<file path="config.mk">
export PLATFORM = sky130hd
export DESIGN_NAME = ram_fifo_ctrl
export DESIGN_NICKNAME = d
export VERILOG_FILES = /design/src/rtl/ram_fifo_ctrl.sv
export SDC_FILE = /design/constraint.sdc
export NUM_CORES = 1
export LEC_CHECK = 0
export BUFFER_PORTS_ARGS = -buffer_cell sky130_fd_sc_hd__buf_4
export CELL_PAD_IN_SITES_DETAIL_PLACEMENT = 0
export CELL_PAD_IN_SITES_GLOBAL_PLACEMENT = 1
export CORE_UTILIZATION = 29
export DETAILED_ROUTE_END_ITERATION = 10
export GPL_TIMING_DRIVEN = 0
export PLACE_DENSITY = 0.75
export SYNTH_ARGS = -nofsm -noshare
export SYNTH_HDL_FRONTEND = slang
export SYNTH_SLANG_ARGS = --single-unit
</file>
<file path="constraint.sdc">
create_clock -name iClk -period 3.12 [get_ports iClk]
set_clock_uncertainty 0.2 [all_clocks]
set_input_delay 0.624 -clock iClk [delete_from_list [all_inputs] [get_ports iClk]]
set_output_delay 0.624 -clock iClk [all_outputs]
set_load 0.005 [all_outputs]
</file>
<file path="src/rtl/ram_fifo_ctrl.sv">
`default_nettype none
// ============================================================================
// Module      : ram_fifo_ctrl
// Description : Single-clock FIFO controller for a negedge-clocked dual-port
//               RAM (port A write, port B read) with count and status flags.
// Revision    : 1.0 - initial release
// ============================================================================
module ram_fifo_ctrl #(
  parameter int DATA_WIDTH   = 32,
  parameter int ADDR_WIDTH   = 5,
  parameter int AFULL_THRESH = 2**ADDR_WIDTH - 2
) (
  input  logic                  iClk,
  input  logic                  iRst_n,
  input  logic                  iWrEn,
  input  logic [DATA_WIDTH-1:0] iWrData,
  input  logic                  iRdEn,
  input  logic                  iFlush,
  output logic [DATA_WIDTH-1:0] oRdData,
  output logic                  oRdValid,
  output logic                  oFull,
  output logic                  oEmpty,
  output logic                  oAlmostFull,
  output logic [ADDR_WIDTH:0]   oCount,
  output logic                  oOverflow,
  output logic                  oUnderflow,
  output logic [ADDR_WIDTH-1:0] oRamAddrA,
  output logic [DATA_WIDTH-1:0] oRamDataA,
  output logic                  oRamEnA,
  output logic                  oRamWeA,
  output logic [ADDR_WIDTH-1:0] oRamAddrB,
  output logic                  oRamEnB,
  output logic                  oRamWeB,
  input  logic [DATA_WIDTH-1:0] iRamDataB
);

  localparam logic [ADDR_WIDTH:0]   DEPTH_C = (ADDR_WIDTH+1)'(2**ADDR_WIDTH);
  localparam logic [ADDR_WIDTH:0]   AFULL_C = (ADDR_WIDTH+1)'(AFULL_THRESH);
  localparam logic [ADDR_WIDTH:0]   CNT_ONE = (ADDR_WIDTH+1)'(1);
  localparam logic [ADDR_WIDTH-1:0] PTR_ONE = ADDR_WIDTH'(1);

  logic [ADDR_WIDTH-1:0] wr_ptr_q, wr_ptr_d;
  logic [ADDR_WIDTH-1:0] rd_ptr_q, rd_ptr_d;
  logic [ADDR_WIDTH:0]   count_q, count_d;
  logic                  full_q, full_d;
  logic                  empty_q, empty_d;
  logic                  afull_q, afull_d;
  logic                  ovf_q, ovf_d;
  logic                  unf_q, unf_d;
  logic                  rd_valid_q, rd_valid_d;
  logic [DATA_WIDTH-1:0] rd_data_q, rd_data_d;
  logic                  wr_acc, rd_acc;

  // Accept decisions look only at registered flags, so no bypass path exists.
  assign wr_acc = iWrEn & ~full_q  & ~iFlush;
  assign rd_acc = iRdEn & ~empty_q & ~iFlush;

  assign oRamEnA   = wr_acc & iRst_n;
  assign oRamWeA   = wr_acc & iRst_n;
  assign oRamAddrA = wr_ptr_q;
  assign oRamDataA = iWrData;
  assign oRamEnB   = rd_acc & iRst_n;
  assign oRamAddrB = rd_ptr_q;
  assign oRamWeB   = 1'b0;

  always_comb begin
    wr_ptr_d   = wr_ptr_q;
    rd_ptr_d   = rd_ptr_q;
    count_d    = count_q;
    ovf_d      = ovf_q;
    unf_d      = unf_q;
    rd_valid_d = 1'b0;
    rd_data_d  = rd_data_q;
    if (iFlush) begin
      wr_ptr_d = '0;
      rd_ptr_d = '0;
      count_d  = '0;
      ovf_d    = 1'b0;
      unf_d    = 1'b0;
    end else begin
      if (wr_acc) wr_ptr_d = wr_ptr_q + PTR_ONE;
      if (rd_acc) begin
        rd_ptr_d   = rd_ptr_q + PTR_ONE;
        rd_valid_d = 1'b1;
        rd_data_d  = iRamDataB;
      end
      case ({wr_acc, rd_acc})
        2'b10:   count_d = count_q + CNT_ONE;
        2'b01:   count_d = count_q - CNT_ONE;
        default: count_d = count_q;
      endcase
      if (iWrEn & full_q)  ovf_d = 1'b1;
      if (iRdEn & empty_q) unf_d = 1'b1;
    end
    full_d  = (count_d == DEPTH_C);
    empty_d = (count_d == '0);
    afull_d = (count_d >= AFULL_C);
  end

  always_ff @(posedge iClk or negedge iRst_n) begin
    if (!iRst_n) begin
      wr_ptr_q   <= '0;
      rd_ptr_q   <= '0;
      count_q    <= '0;
      full_q     <= 1'b0;
      empty_q    <= 1'b1;
      afull_q    <= 1'b0;
      ovf_q      <= 1'b0;
      unf_q      <= 1'b0;
      rd_valid_q <= 1'b0;
      rd_data_q  <= '0;
    end else begin
      wr_ptr_q   <= wr_ptr_d;
      rd_ptr_q   <= rd_ptr_d;
      count_q    <= count_d;
      full_q     <= full_d;
      empty_q    <= empty_d;
      afull_q    <= afull_d;
      ovf_q      <= ovf_d;
      unf_q      <= unf_d;
      rd_valid_q <= rd_valid_d;
      rd_data_q  <= rd_data_d;
    end
  end

  assign oRdData     = rd_data_q;
  assign oRdValid    = rd_valid_q;
  assign oFull       = full_q;
  assign oEmpty      = empty_q;
  assign oAlmostFull = afull_q;
  assign oCount      = count_q;
  assign oOverflow   = ovf_q;
  assign oUnderflow  = unf_q;

endmodule
`default_nettype wire
</file>
==> results.yml <==
logic_synthesis:
  synth_warnings: 0
  postSynthCellCount: 232
  synthXorXnorAreaFrac_pct: 4.539
  seq_area_frac_synth_pct: 50.07
  synthTopCellsByArea: "dfrtp_1, mux2_2, buf_4"
  synth.area.mux_share_pct: 14.82
  synth-compound-area-share_pct: 6.392
  ys_types: 36
  synth-simple-area-share_pct: 9.078
  synth-seq-cells: 54
  synth_adder_area_share_pct: 2.316
  synthesis.nets: 306
  yosys.area.top_type: "dfrtp_1"
  syn_area_um2: 2701
  synth_top_family_by_area: "multiplexers"
  synth_top_area_share_pct: 49.10
  avgSynthCellArea_um2: 11.64
global_route:
  overflow: 0
  grt.met3_usage_pct: 4.184
  grt_max_degree: 57
  top_usage_layer: "met2"
  globalRouteMet1Util_pct: 15.85
  antenna_found_initial: 0
  grt_pass1_vias: 2049
  use_met2_pct: 20.96
  track_usage_pct: 12.61
  grt_first_pass_wirelength_mm: 9.763
finish:
  area_growth_pct: 48.73
  final_common_cell: "buf_4"
  antenna_cells: 0
  fillers: 834
  drive_above_1_share_pct: 61.93
  nets: 446
  mostFrequentLayoutCells: "buf_4, dfrtp_1, mux2_2, nor2_1"
floorplan:
  die_h_um: 98.52
  io_pins: 159
  fp.dieW_um: 98.52
  row_count: 34
  die_area_um2: 9705
  core_um2: 8848
  start_util_pct: 30.53
detailed_routing:
  routedWlPerCell_um: 12.54
  drt-initial-drc-count: 39
  firstDrtPassIters: 6
  viasPerCell: 4.401
  wirelength_mm: 6.030
  drcViolationCount: 0
  vias: 2117
  ant_nets: 0
placement:
  dpl.hpwl_mm: 4.476
  place_congestion: 0.7005
  place_ws_ps: -454.9
  portBuffers: 125
timing:
  fin_ws_ps: 199.5
  worst_slew_pin_slew_ps: 696.8
  rsz0062_at_grt: "false"
  min_period_ps: 2921
  hold_slack_ps: 160.8
  drv_slew: 0
  setup_violations: 0
  hold_viol: 0
  period_share_pct: 93.61
  timing.fmax_mhz: 342.4
  max_slew_margin_pct: 53.55
worst_setup_path:
  worstRegToRegCells: 13
  cp_slowest_cell: "a2111oi_4"
  rrSetupSlack_ps: 210
  crit_arrival_ps: 2960
  cp_max_fo: 10
  start_kind: "input port"
  required_ps: 3160
  reg2reg_to: "oEmpty"
  path_cells: "buf_4, buf_2, nand2b_2, ha_4, buf_6, xor2_1, ha_2, a21o_1, a21oi_2, a2111oi_4, xnor2_2, and3_1, o21a_1"
  r2r-start: "oEmpty"
  critical-path-max-stage-delay_ps: 330
  path_class: "input port to register"
  end_kind: "register"
run:
  max-cap-violations: 0
clock_network:
  holdBufCountCts: 0
  worstSkewPairLatency_ps: 300
  cts_buffers: 5
  clockBufferDepth: 2
  root_buffer: "clkbuf_8"
  cts_tree: "done"
  htreeDepth: 2
  clock_sinks: 54
  clk_pin_slew_ps: 100
pwr:
  peakVddDrop_v: 0.0003389
  p_per_area_nw_per_um2: 641.8
  leakage_nw: 2.006
status:
  status: "complete, no violations"
min_path:
  worstHoldPathType: "input port to async pin"
Yosys cell counts, drive strengths merged:
cell type / instances
inv: 4
buf: 45
o31ai: 2
nor3: 1
ha: 5
a21oi: 10
nor2: 22
a21o: 2
nand2: 3
a31oi: 3
and3: 1
nand4: 5
xnor2: 5
dfstp: 1
o21ai: 1
mux2i: 4
nor4bb: 1
nor2b: 8
o21a: 2
clkbuf: 3
mux2: 32
a2111oi: 1
nand2b: 1
nor3b: 2
xor2: 9
nand3: 2
dfrtp: 53
o311a: 1
conb: 1
nor4b: 1
and2: 1
flip-flops by register name, indices dropped and copies added (netlist names):
register     count
oRamAddrB        5
oUnderflow       1
oAlmostFull      1
oRamAddrA        5
oRdData         32
oCount           6
oRdValid         1
oFull            1
oEmpty           1
oOverflow        1
cells by family (layout without fill, tap and decap cells):
family	count (synthesis)	after routing
flip-flops	54	54
buffers and inverters	52	193
AND/OR/NAND/NOR	48	48
multiplexers	36	36
AO/OA/AOI/OAI	22	22
XOR/XNOR	14	14
adder cells (fa/ha/maj)	5	5
other	1	1
repair_timing:
item / in CTS / in global routing
endpoints found under the hold margin: 0 / 0
pin swaps: 3 / 1
buffers inserted: 3 / 7
setup endpoints to repair: 3 / 4
gates resized for setup: 4 / 5
power breakdown:
| group | switching (mW) | leakage (nW) | internal [mW] | total (mW) |
|---|---|---|---|---|
| registers | 0.146 | 0.679 | 0.945 | 1.09 |
| clock network | 0.238 | 0.0618 | 0.264 | 0.503 |
| logic | 0.341 | 1.27 | 0.643 | 0.985 |
| total | 0.725 | 2.01 | 1.85 | 2.58 |
worst max-delay path by stage:
stage	startpoint	endpoint	slack [ps]
global placement	iRdEn	oEmpty	-430
detailed placement	iRdEn	oEmpty	-450
floorplan	iRdEn	oEmpty	-50
global route	oFull	oEmpty	40
finish	iFlush	oEmpty	200
CTS	iRdEn	oEmpty	50
per-layer routing:
| layer | vias up | routed length [um] |
|---|---|---|
| li1 | 1021 | - |
| met1 | 996 | 2562 |
| met2 | 98 | 2995 |
| met3 | 2 | 463 |
| met4 | 0 | 8 |
| met5 | - | 0 |
critical path: cells and delay by family:
family                   cells  cell delay (ps)
adder cells (fa/ha/maj)      2              430
AND/OR/NAND/NOR              2              440
buffers and inverters        3              460
XOR/XNOR                     2              290
AO/OA/AOI/OAI                4              720
metrics by stage:
stage                     utilization (%)  std cells  TNS, ps  power, mW  instance area [um2]
after floorplan                         -        232   -45.73      1.520                 2736
after global placement              43.06        465    -1475      2.047                 3810
after detailed placement            43.06        465    -1582      2.073                 3810
after CTS                           44.68        474        0      2.608                 3954
after global routing                45.40        481        0      2.753                 4018
final                               45.40        481        0      2.579                 4018
cell type report:
class	instances	area, um2	share of cell area (%)
Buffer	46	334.1	8.315
Multi-Input combinational cell	126	1046	26.04
Tap cell	108	135.1	3.363
Sequential cell	54	1353	33.67
Inverter	4	15.01	0.3737
Clock inverter	2	38.79	0.9654
Clock buffer	6	82.58	2.055
Timing Repair Buffer	135	1013	25.23
Note: power is estimated with default switching activity, not from simulation.
